File: config.mk
export PLATFORM = sky130hd
export DESIGN_NAME = tug_bar_flat
export DESIGN_NICKNAME = d
export VERILOG_FILES = /design/src/rtl/tug_bar_if.sv /design/src/rtl/tug_bar.sv /design/src/flat_wrapper.sv
export SDC_FILE = /design/constraint.sdc
export NUM_CORES = 1
export LEC_CHECK = 0
export ABC_AREA = 1
export CAP_MARGIN = 20
export CORE_MARGIN = 4
export CORE_UTILIZATION = 49
export DETAILED_ROUTE_END_ITERATION = 8
export PLACE_DENSITY = 0.85
export SLEW_MARGIN = 15
export SYNTH_ARGS = -nofsm -noshare
export SYNTH_HDL_FRONTEND = slang
export SYNTH_SLANG_ARGS = --single-unit
File: constraint.sdc
create_clock -name clk -period 2 [get_ports clk]
set_input_delay 0.3 -clock clk [delete_from_list [all_inputs] [get_ports clk]]
set_output_delay 0.3 -clock clk [all_outputs]
set_load 0.02 [all_outputs]
File: src/rtl/tug_bar_if.sv
// tug_bar_if: groups the player keys, round control and the display/score
// outputs of the tug-of-war game into one bundle.
//   L, R      - left/right player keys (levels, synchronous to clk)
//   start     - new-round request (level)
//   lights    - playfield, bit NUM_LIGHTS-1 is the leftmost light
//   winner    - 00 none, 10 left, 01 right
//   score_l/r - per-player saturating win counters
// Modports: master drives keys/start (player side), slave is the game.
interface tug_bar_if #(
  parameter int NUM_LIGHTS = 9,
  parameter int SCORE_W    = 3
);
  logic                  L;
  logic                  R;
  logic                  start;
  logic [NUM_LIGHTS-1:0] lights;
  logic [1:0]            winner;
  logic [SCORE_W-1:0]    score_l;
  logic [SCORE_W-1:0]    score_r;

  modport master (
    output L, R, start,
    input  lights, winner, score_l, score_r
  );

  modport slave (
    input  L, R, start,
    output lights, winner, score_l, score_r
  );
endinterface

File: src/rtl/tug_bar.sv
// tug_bar: two-player tug-of-war game. A lit dot starts in the centre of the
// playfield; each left key press pulls it one place left, each right press
// one place right. Pressing while the dot sits on your own end wins the round.
// Ports:
//   clk   - system clock, all state changes on the rising edge
//   reset - asynchronous, active-low reset (clears scores too)
//   bus   - tug_bar_if slave: L, R, start in; lights, winner, scores out
module tug_bar #(
  parameter int NUM_LIGHTS = 9,
  parameter int SCORE_W    = 3
) (
  input  logic      clk,
  input  logic      reset,
  tug_bar_if.slave  bus
);

  localparam int POS_W = $clog2(NUM_LIGHTS);
  localparam logic [POS_W-1:0] CENTRE = POS_W'((NUM_LIGHTS - 1) / 2);
  localparam logic [POS_W-1:0] MAXPOS = POS_W'(NUM_LIGHTS - 1);

  typedef enum logic {PLAY, WIN} state_t;

  state_t             state_q, state_d;
  logic [POS_W-1:0]   pos_q, pos_d;
  logic [1:0]         winner_q, winner_d;
  logic [SCORE_W-1:0] score_l_q, score_l_d;
  logic [SCORE_W-1:0] score_r_q, score_r_d;
  logic               prevL_q, prevR_q;

  logic pressL;
  logic pressR;

  // A press is a rising level; holding a key therefore counts only once.
  assign pressL = bus.L & ~prevL_q;
  assign pressR = bus.R & ~prevR_q;

  // State registers. The previous-level registers track the keys on every
  // edge regardless of game state so a key held across a restart is ignored.
  always_ff @(posedge clk or negedge reset) begin
    if (!reset) begin
      state_q   <= PLAY;
      pos_q     <= CENTRE;
      winner_q  <= 2'b00;
      score_l_q <= '0;
      score_r_q <= '0;
      prevL_q   <= 1'b0;
      prevR_q   <= 1'b0;
    end else begin
      state_q   <= state_d;
      pos_q     <= pos_d;
      winner_q  <= winner_d;
      score_l_q <= score_l_d;
      score_r_q <= score_r_d;
      prevL_q   <= bus.L;
      prevR_q   <= bus.R;
    end
  end

  // Next-state logic. start beats any press on the same edge; simultaneous
  // presses cancel out. A winning press leaves pos where it is.
  always_comb begin
    state_d   = state_q;
    pos_d     = pos_q;
    winner_d  = winner_q;
    score_l_d = score_l_q;
    score_r_d = score_r_q;

    if (bus.start) begin
      state_d  = PLAY;
      pos_d    = CENTRE;
      winner_d = 2'b00;
    end else if (state_q == PLAY) begin
      if (pressL && !pressR) begin
        if (pos_q == MAXPOS) begin
          state_d  = WIN;
          winner_d = 2'b10;
          if (score_l_q != '1) begin
            score_l_d = score_l_q + 1'b1;
          end
        end else begin
          pos_d = pos_q + 1'b1;
        end
      end else if (pressR && !pressL) begin
        if (pos_q == '0) begin
          state_d  = WIN;
          winner_d = 2'b01;
          if (score_r_q != '1) begin
            score_r_d = score_r_q + 1'b1;
          end
        end else begin
          pos_d = pos_q - 1'b1;
        end
      end
    end
  end

  // Display: a single dot while playing, dark once someone has won.
  always_comb begin
    bus.lights = '0;
    if (state_q == PLAY) begin
      bus.lights = NUM_LIGHTS'(1) << pos_q;
    end
  end

  assign bus.winner  = winner_q;
  assign bus.score_l = score_l_q;
  assign bus.score_r = score_r_q;

endmodule

File: src/flat_wrapper.sv
// flat-port wrapper written by rule: the top's interface ports become plain ports
module tug_bar_flat 
#(
  parameter int NUM_LIGHTS = 9,
  parameter int SCORE_W    = 3
)
  (clk, reset, bus_L, bus_R, bus_start, bus_lights, bus_winner, bus_score_l, bus_score_r);
  tug_bar_if #(.NUM_LIGHTS(NUM_LIGHTS), .SCORE_W(SCORE_W)) bus_i ();
  input  logic clk;
  input  logic reset;
  input wire logic [$bits(bus_i.L)-1:0] bus_L;
  input wire logic [$bits(bus_i.R)-1:0] bus_R;
  input wire logic [$bits(bus_i.start)-1:0] bus_start;
  output wire logic [$bits(bus_i.lights)-1:0] bus_lights;
  output wire logic [$bits(bus_i.winner)-1:0] bus_winner;
  output wire logic [$bits(bus_i.score_l)-1:0] bus_score_l;
  output wire logic [$bits(bus_i.score_r)-1:0] bus_score_r;
  assign bus_i.L = bus_L;
  assign bus_i.R = bus_R;
  assign bus_i.start = bus_start;
  assign bus_lights = bus_i.lights;
  assign bus_winner = bus_i.winner;
  assign bus_score_l = bus_i.score_l;
  assign bus_score_r = bus_i.score_r;
  tug_bar #(.NUM_LIGHTS(NUM_LIGHTS), .SCORE_W(SCORE_W)) u_core (.clk(clk), .reset(reset), .bus(bus_i));
endmodule
==> Yosys cells after proc, flatten, opt, wreduce, memory -nomap -nowiden <==
Index checks and enable logic that the tools add are counted.
W data, S select, Z words.
{ "classes": {"add_sub_neg": 4, "n_eq_ne": 7, "shifts": 1, "muxes": 19, "bitwise": 7, "n_reduce_logical": 11} }
{ "ops": {"columns": ["cell", "count"], "rows": [
  ["$mux W4", 6],
  ["$mux W2", 6],
  ["$ne A3 B3 Y1 const B", 4],
  ["$mux W9", 1],
  ["$shl A1 B4 Y9 const A", 1],
  ["$reduce_and A4 Y1", 2],
  ["$add A3 B1 Y3 const B", 2],
  ["$mux W1", 6],
  ["$reduce_and A6 Y1", 1],
  ["$reduce_bool A3 Y1", 2],
  ["$not A1 Y1", 5],
  ["$reduce_and A5 Y1", 1],
  ["$add A4 B1 Y4 const B", 1],
  ["$eq A4 B4 Y1 const B", 1],
  ["$logic_not A4 Y1", 1],
  ["$sub A4 B1 Y4 const B", 1],
  ["$ne A3 B2 Y1 const B", 1],
  ["$and A1 B1 Y1", 2],
  ["$logic_and A1 B1 Y1", 2],
  ["$logic_not A1 Y1", 2],
  ["$ne A2 B2 Y1 const B", 1]
]} }
{ "totals": {"regBits": 15, "input_bits": 5, "word_cells": 56} }

==> Depth between registers and ports, before layout <==
Gate-level depths: netlist (run 1).
{ "depth": {"word_depth": 8, "depth_mapped": 13} }

==> Least setup slack after synthesis (run 1) <==
No wires, ideal clock.
{ "synth_timing": {"path_kind": "register to register", "start": "register u_core.prevL_q", "end": "register u_core.pos_q[3]", "setup_time_ns": 0.117, "t_arrival_ns": 1.376, "required_ns": 1.883, "setup_slack_ns": 0.506, "stages_incl_launch_ff": 10, "period_less_slack_ns": 1.494, "cell_sequence": "dfrtp_1 -> nor2_4 -> nand2_4 -> ha_1 -> nand2_1 -> nand3b_1 -> nand2_1 -> nand2_1 -> nand3_1 -> nand2_1"} }
{ "synth_between": {"elab_chain_len": 6, "word_cells_on_any_way": 12} }
{ "synth_rtl": {"columns": ["element", "line_no", "source"], "rows": [
  ["start, declared", "tug_bar.sv:28", "logic prevL_q, prevR_q;"],
  ["start signal, assigned", "tug_bar.sv:54", "prevL_q <= bus.L;"],
  ["$not A1 Y1 *", "tug_bar.sv:34", "assign pressL = bus.L & ~prevL_q;"],
  ["$and A1 B1 Y1 *", "tug_bar.sv:34", null],
  ["$logic_not A1 Y1 or $logic_and A1 B1 Y1 (tied branches)", "tug_bar.sv:83, tug_bar.sv:73", null],
  ["$logic_and A1 B1 Y1 or $mux W4 (tied branches)", "tug_bar.sv:83, tug_bar.sv:73", null],
  ["$reduce_bool A3 Y1 (no source line) or $mux W4 (tied branches)", null, null],
  ["$reduce_and A4 Y1 (no source line) or $mux W4 (tied branches)", null, null],
  ["end signal, assigned", "tug_bar.sv:50", "pos_q <= pos_d;"],
  ["end, declared", "tug_bar.sv:24", "logic [POS_W-1:0] pos_q, pos_d;"]
]} }
Every way passes the cells marked *; elsewhere a longest branch is shown, timed or not. The select of a mux whose other input is x is not followed.
A chain may end at the register's enable or synchronous reset.

==> Final worst setup path (run 1) <==
{ "layout_timing": {"start": "register u_core.pos_q[1]", "end": "output port bus_lights[8]"} }
{ "layout_between": {"elab_chain_len": 2} }
{ "layout_rtl": {"columns": ["element", "line_no", "source"], "rows": [
  ["$shl A1 B4 Y9", "tug_bar.sv:101", "bus.lights = NUM_LIGHTS'(1) << pos_q;"],
  ["$mux W9", "tug_bar.sv:100", "if (state_q == PLAY) begin"],
  ["end, declared", "flat_wrapper.sv:14", "output wire logic [$bits(bus_i.lights)-1:0] bus_lights;"]
]} }
Every way passes these cells.

==> results of run 1 <==
==> worst max-delay path, delay by kind of cell (launching register included) <==
kind | cells | cell delay [ns]
AND/OR/NAND/NOR | 3 | 0.43
buffers and inverters | 1 | 0.35
flip-flops | 1 | 0.47
==> flip-flops by register name, indices dropped and copies added, names as in the netlist <==
| name | cells |
|---|---|
| u_core.prevL_q | 1 |
| u_core.prevR_q | 1 |
| u_core.state_q | 1 |
| u_core.pos_q | 4 |
| u_core.bus.score_r | 3 |
| u_core.bus.score_l | 3 |
| u_core.bus.winner | 2 |
==> placed cells by master (no fill, tap or decap) <==
cell type	Yosys	layout
sky130_fd_sc_hd__nand2_1	28	28
sky130_fd_sc_hd__inv_1	21	21
sky130_fd_sc_hd__nor2_1	14	14
sky130_fd_sc_hd__dfrtp_1	14	14
sky130_fd_sc_hd__clkdlybuf4s50_1	0	12
sky130_fd_sc_hd__nand3_1	9	9
sky130_fd_sc_hd__o21ai_1	7	7
sky130_fd_sc_hd__dlygate4sd2_1	0	7
sky130_fd_sc_hd__ha_1	6	6
sky130_fd_sc_hd__nor2_4	5	5
sky130_fd_sc_hd__nand2_2	3	3
sky130_fd_sc_hd__inv_2	3	3
sky130_fd_sc_hd__clkbuf_4	0	3
sky130_fd_sc_hd__nand2_4	2	2
sky130_fd_sc_hd__nand3_4	2	2
sky130_fd_sc_hd__a21oi_1	2	2
sky130_fd_sc_hd__dlymetal6s2s_1	0	2
sky130_fd_sc_hd__nand3_2	1	1
sky130_fd_sc_hd__o21ai_2	1	1
sky130_fd_sc_hd__xnor2_1	1	1
sky130_fd_sc_hd__nand4_4	1	1
sky130_fd_sc_hd__nand3b_1	1	1
sky130_fd_sc_hd__xor2_1	1	1
sky130_fd_sc_hd__xnor2_2	1	1
sky130_fd_sc_hd__clkbuf_1	0	1
sky130_fd_sc_hd__buf_4	0	1
sky130_fd_sc_hd__dfstp_2	1	1
==> worst max path at each step <==
stage	endpoint	slack, ns	cells after the start
after floorplan	u_core.pos_q[3]$_DFFE_PN0P_	0.51	9
after global placement	u_core.pos_q[3]$_DFFE_PN0P_	0.1	11
after detailed placement	u_core.pos_q[3]$_DFFE_PN0P_	0.004	11
after CTS	bus_lights[6]	0.002	4
after global routing	bus_lights[8]	0.07	4
final	bus_lights[8]	0.16	4
==> stage by stage <==
step / util, % / cells
3_3_place_gp: 63.97 / 173
6_report: 65.11 / 177
2_1_floorplan: - / 124
4_1_cts: 64.86 / 177
5_1_grt: 65.11 / 177
3_5_place_dp: 63.97 / 173
==> routing by layer <==
layer	share of wire (%)	vias to the layer above	routed length [um]	track usage (%)
li1	-	435	-	-
met1	39	414	842	18.28
met2	54	20	1145	32.45
met3	4.7	6	101	3.662
met4	2.2	0	47	9.362
met5	0	-	0	0
==> cell type report <==
cell class | instances | area share, %
clock buffer | 4 | 2.057
inverter | 24 | 7.052
multi-input combinational | 85 | 42.02
sequential | 15 | 29.48
tap | 27 | 2.644
timing repair buffer | 22 | 16.75
==> cells by family (layout without fill, tap and decap cells) <==
family | Yosys count | after routing | share of synthesized area, %
XOR/XNOR | 3 | 3 | 3.367
adder cells (fa/ha/maj) | 6 | 6 | 7.481
AO/OA/AOI/OAI | 10 | 10 | 5.361
AND/OR/NAND/NOR | 66 | 66 | 37.28
flip-flops | 15 | 15 | 37.53
buffers and inverters | 24 | 50 | 8.978
==> where the power goes <==
part / switching (W) / total (W) / internal, W / leakage (nW)
logic: 0.000382 / 0.000632 / 0.000250 / 0.496
clock network: 0.000100 / 0.000178 / 0.0000776 / 0.0150
registers: 0.0000795 / 0.000451 / 0.000371 / 0.193
total: 0.000561 / 0.00126 / 0.000699 / 0.704
==> repair_timing <==
| item | in CTS | in global routing |
|---|---|---|
| buffers inserted | 0 | 0 |
| endpoints found under the setup margin | 7 | 2 |
| gates resized for setup | 7 | 2 |
==> load_flow_metrics.sql, run 1 <==
INSERT INTO impl_metrics (metric_group, metric, value, unit) VALUES
('sta', 'hold_violations', '0', ''),
('routing', 'drt_first_iter_violations', '13', ''),
('cells_and_area', 'multi_input_area', '536.8', 'um2'),
('synthesis', 'top_post_synthesis_cells_by_count', '28 x sky130_fd_sc_hd__nand2_1, 21 x sky130_fd_sc_hd__inv_1, 14 x sky130_fd_sc_hd__dfrtp_1, 14 x sky130_fd_sc_hd__nor2_1, 9 x sky130_fd_sc_hd__nand3_1', ''),
('placement', 'preCtsSetupSlack', '0.003817', 'ns'),
('placement', 'place.detailed.hpwl', '1.749', 'mm'),
('sta', 'post-route-min-period', '1.838', 'ns'),
('synthesis', 'async_flop_share', '100.0', '%'),
('synthesis', 'synth_enable_flop_cells', '0', ''),
('critical_path', 'r2r_slack', '0.41', 'ns'),
('critical_path', 'r2r_cells', '9', ''),
('global_route', 'grt_antenna_before_repair', '0', ''),
('sta', 'crit_path_setup_slack_layout', '0.1618', 'ns'),
('power', 'ir_worst_vdd', '0.5256', 'mV'),
('sta', 'worst_margin_slew', '0.6961', 'ns'),
('routing', 'drc', '0', ''),
('routing', 'routed_wl', '2.137', 'mm'),
('synthesis', 'synth_ff_type', 'sky130_fd_sc_hd__dfrtp_1', ''),
('power', 'p_leak', '0.7039', 'nW'),
('placement', 'post_dp_cell_area', '1255', 'um2'),
('die', 'coreArea', '1962', 'um2'),
('routing', 'number_of_nets_still_failing_antenna_checks_after_routing', '0', ''),
('placement', 'io_buffer_count', '21', ''),
('die', 'floorplan.die_area', '2836', 'um2'),
('sta', 'final.hold.worst_slack', '0.4253', 'ns'),
('clocking', 'holdBufCountCts', '0', ''),
('synthesis', 'yosys.area.top_type', 'sky130_fd_sc_hd__dfrtp_1', ''),
('synthesis', 'synth_area_leaders', 'sky130_fd_sc_hd__dfrtp_1 35%, sky130_fd_sc_hd__nand2_1 10%, sky130_fd_sc_hd__inv_1 7.9%', ''),
('sta', 'clock.fmax', '544.0', 'MHz'),
('routing', 'routedWlPerCell', '12.07', 'um'),
('global_route', 'via_count_of_the_first_global_routing_pass', '857', ''),
('sta', 'finalSetupViolCount', '0', ''),
('power', 'power_density', '986.6', 'nW/um2'),
('synthesis', 'netlist_area', '1003', 'um2'),
('critical_path', 'critPathLaunchType', 'flop', ''),
('clocking', 'clkSlewWorstSetupHoldPaths', '0.09', 'ns'),
('cells_and_area', 'antenna_cells', '0', ''),
('sta', 'timing.final.max_slew_violations', '0', ''),
('critical_path', 'cp_data_arrival_time', '1.54', 'ns'),
('sta', 'grt_setup_unrepaired', 'no', ''),
('die', 'boundaryPins', '22', ''),
('clocking', 'tritoncts.num_buffers', '3', ''),
('synthesis', 'synth-seq-area-share', '37.53', '%'),
('global_route', 'grt_first_pass_wirelength', '3.594', 'mm'),
('global_route', 'grt.overflow.total', '0', ''),
('clocking', 'clk_latency', '0.29', 'ns'),
('sta', 'timing.slew.headroom', '53.45', '%'),
('synthesis', 'yosys.cell_count.top_type', 'sky130_fd_sc_hd__nand2_1', ''),
('cells_and_area', 'fill_cells', '195', ''),
('critical_path', 'worstReg2RegEnd', 'u_core.pos_q[3]$_DFFE_PN0P_', ''),
('run_status', 'status', 'completed', ''),
('sta', 'clock_skew', '0.002280', 'ns'),
('cells_and_area', 'final_nets', '162', ''),
('synthesis', 'yosysUniqueCellTypes', '21', ''),
('routing', 'routed-via-count', '875', ''),
('clocking', 'clock-sinks', '15', ''),
('critical_path', 'cp_slowest_stage_delay', '0.47', 'ns'),
('die', 'height_of_the_die', '53.26', 'um'),
('cells_and_area', 'area_growth', '27.31', '%'),
('sta', 'timing.setup.tns', '0', 'ns'),
('synthesis', 'synthCells', '124', ''),
('power', 'power', '0.001260', 'W'),
('routing', 'drt-vias-per-instance', '4.944', ''),
('synthesis', 'syn_nets', '135', ''),
('run', 'maxCapViolations', '0', ''),
('global_route', 'grt_start_max_net_pins', '16', ''),
('die', 'start_util', '51.15', '%'),
('synthesis', 'synth.yosys.warnings', '0', ''),
('clocking', 'tritoncts', 'done', ''),
('cells_and_area', 'fraction_of_layout_instances_using_a_drive_strength_above_1', '16.00', '%'),
('clocking', 'htreeDepth', '1', '');
Note: power is estimated with default switching activity, not from simulation.
==> inputs of run 2 (changes only) <==
- SLEW_MARGIN: 15 -> 20
- TNS_END_PERCENT: default -> 1
==> results of run 2 <==
Final layout, timing and power as in run 1 (identical DEF).
==> inputs of run 3 (changes only) <==
- CORE_MARGIN: 4 -> 5
==> run 3 against run 2 <==
Compared with the run above:
- count of clock-buffer cells in the layout decreased by 1
- sequential share of layout area grew 0.15 points
- flip-flop and latch count stayed put
- critical endpoint unchanged
==> load_flow_metrics.sql, run 3 (synthesized netlist as in run 1, its figures left out) <==
INSERT INTO impl_metrics (metric_group, metric, value, unit) VALUES
('critical_path', 'critPathLaunchType', 'flop', ''),
('run', 'maxCapViolations', '0', ''),
('cells_and_area', 'fraction_of_layout_instances_using_a_drive_strength_above_1', '16.67', '%'),
('die', 'coreArea', '1962', 'um2'),
('global_route', 'grt_start_max_net_pins', '16', ''),
('cells_and_area', 'mostFrequentLayoutCell', 'sky130_fd_sc_hd__nand2_1', ''),
('global_route', 'via_count_of_the_first_global_routing_pass', '896', ''),
('routing', 'detail_route.first_pass.iterations', '4', ''),
('global_route', 'grt_first_pass_wirelength', '3.884', 'mm'),
('sta', 'hold_violations', '0', ''),
('routing', 'routed_wl', '2.076', 'mm'),
('cells_and_area', 'postLayoutCellArea', '1271', 'um2'),
('cells_and_area', 'final_nets', '162', ''),
('cells_and_area', 'largest_reg_flops', '4', ''),
('die', 'height_of_the_die', '55.26', 'um'),
('placement', 'io_buffer_count', '21', ''),
('critical_path', 'cp_slowest_stage_delay', '0.47', 'ns'),
('cells_and_area', 'regMostFlops', 'u_core.pos_q', ''),
('power', 'power_report.internal_total', '0.0006912', 'W'),
('power', 'switching_power', '0.0005685', 'W'),
('placement', 'place.detailed.hpwl', '1.699', 'mm'),
('cells_and_area', 'area_growth', '26.68', '%'),
('critical_path', 'crit_family', 'flip-flops', ''),
('critical_path', 'path_cells', 'nor2_4, nand3_2, nor2_1, dlygate4sd2_1', ''),
('global_route', 'grt.overflow.total', '0', ''),
('clocking', 'clock-sinks', '15', ''),
('clocking', 'cts.path.max_buffers', '2', ''),
('power', 'share_comb_of_total_power', '50.3', '%'),
('routing', 'drt_first_iter_violations', '19', ''),
('critical_path', 'timing.critical_path.slowest_stage_cell', 'sky130_fd_sc_hd__dfrtp_1', ''),
('die', 'floorplan.rows', '16', ''),
('sta', 'clock.fmax', '548.1', 'MHz'),
('sta', 'post-route-min-period', '1.825', 'ns'),
('routing', 'drc', '0', ''),
('power', 'ir_worst_vdd', '0.6255', 'mV'),
('global_route', 'gr-usage-all-layers', '15.59', '%'),
('sta', 'timing.slew.headroom', '54.88', '%'),
('clocking', 'ctsRootBufferMaster', 'sky130_fd_sc_hd__clkbuf_4', ''),
('sta', 'finalSetupViolCount', '0', ''),
('clocking', 'tritoncts.num_buffers', '3', ''),
('routing', 'drt-vias-per-instance', '4.960', ''),
('power', 'switching_share', '45.13', '%'),
('cells_and_area', 'antenna_cells', '0', ''),
('placement', 'dpl.cell_count', '173', ''),
('critical_path', 'worstPathMaxFanout', '6', ''),
('critical_path', 'cp_data_arrival_time', '1.52', 'ns'),
('power', 'power', '0.001260', 'W'),
('clocking', 'clk_latency', '0.29', 'ns'),
('die', 'die_width', '55.26', 'um'),
('power', 'p_leak', '0.6809', 'nW'),
('die', 'start_util', '51.15', '%'),
('clocking', 'holdBufCountCts', '0', ''),
('sta', 'worst_margin_slew', '0.6747', 'ns'),
('die', 'floorplan.die_area', '3053', 'um2'),
('clocking', 'clkSlewWorstSetupHoldPaths', '0.10', 'ns'),
('power', 'share_of_total_power_in_sequential_cells', '35.5', '%'),
('critical_path', 'path_class', 'flop to primary output', ''),
('cells_and_area', 'instances_no_fill', '177', ''),
('sta', 'grt_setup_unrepaired', 'no', ''),
('routing', 'routedWlPerCell', '11.73', 'um'),
('power', 'power.clock.fraction', '14.3', '%'),
('critical_path', 'worstPathBufferInverterCount', '1', ''),
('sta', 'clock_skew', '0.007217', 'ns'),
('global_route', 'grt_antenna_before_repair', '0', ''),
('clocking', 'tritoncts', 'done', ''),
('sta', 'timing.final.max_slew_violations', '0', ''),
('placement', 'gpl.final_weighted_congestion', '0.8568', ''),
('clocking', 'htreeDepth', '1', ''),
('run_status', 'status', 'completed', ''),
('min_path', 'timing.hold.worst.class', 'input port to async pin', ''),
('cells_and_area', 'final_cell_mix', '28 x sky130_fd_sc_hd__nand2_1, 21 x sky130_fd_sc_hd__inv_1, 14 x sky130_fd_sc_hd__nor2_1, 14 x sky130_fd_sc_hd__dfrtp_1, 12 x sky130_fd_sc_hd__clkdlybuf4s50_1', ''),
('power', 'power_density', '991.0', 'nW/um2'),
('routing', 'routed-via-count', '878', ''),
('critical_path', 'required', '1.70', 'ns'),
('sta', 'period_utilization_post_route', '91.23', '%'),
('placement', 'post_dp_cell_area', '1255', 'um2'),
('routing', 'number_of_nets_still_failing_antenna_checks_after_routing', '0', ''),
('die', 'boundaryPins', '22', ''),
('critical_path', 'endpoint_kind', 'primary output', '');
==> run 3: area by class of cell <==
cell class              count  area, um2
fillers                   177      690.7
multi-input cells          85      536.8
flip-flops and latches     15      376.6
repair buffers             22      206.4
inverters                  24      90.09
well taps                  27      33.78
clock buffers               3      22.52
clock inverters             1      5.005
==> run 3: per-stage QoR <==
stage               util (%)  setup TNS [ns]  hold slack (ns)  setup slack (ns)
finish                 64.80               0           0.4080            0.1755
global route           64.80               0           0.4688           0.08532
CTS                    64.80               0           0.4489            0.1649
detailed placement     63.97       -0.009472           0.4875         -0.009472
global placement       63.97               0           0.4758           0.09847
floorplan                  -               0         0.004409            0.5063
==> run 3: final timing paths <==
path / start / to / slack [ns] / cells past startpoint
hold / removal: reset / u_core.pos_q[0]$_DFFE_PN0P_ / 0.41 / 1
hold reg to reg: u_core.bus.winner[1]$_DFFE_PN0P_ / u_core.bus.winner[1]$_DFFE_PN0P_ / 0.50 / 2
max in group asynchronous: reset / u_core.bus.score_r[1]$_DFFE_PN0P_ / 1.15 / 1
min in group clk: bus_L / u_core.prevL_q$_DFF_PN0_ / 0.48 / 1
setup / recovery: u_core.pos_q[1]$_DFFE_PN0P_ / bus_lights[8] / 0.18 / 4
setup reg to reg: u_core.prevL_q$_DFF_PN0_ / u_core.pos_q[3]$_DFFE_PN0P_ / 0.37 / 9
==> run 3: what timing repair did <==
| action | in CTS | in global routing |
|---|---|---|
| buffers inserted | 0 | 0 |
| endpoints found under the setup margin | 9 | 0 |
| resized for setup | 9 | 0 |
==> run 3: power groups by stage <==
stage          sequential, W  clock, W  combinational, W
2_1_floorplan       0.000478         0          0.000397
3_3_place_gp        0.000452         0          0.000638
3_5_place_dp        0.000453         0          0.000665
4_1_cts             0.000448  0.000185          0.000637
5_1_grt             0.000457  0.000203          0.000709
6_report            0.000447  0.000180          0.000633
==> run 3: routing by layer <==
metal | wire length, um | up-vias | track usage, %
met5 | 0 | - | 0
met1 | 777 | 401 | 16.57
met2 | 1097 | 34 | 28.89
met4 | 43 | 0 | 6.250
li1 | - | 436 | -
met3 | 157 | 7 | 3.963
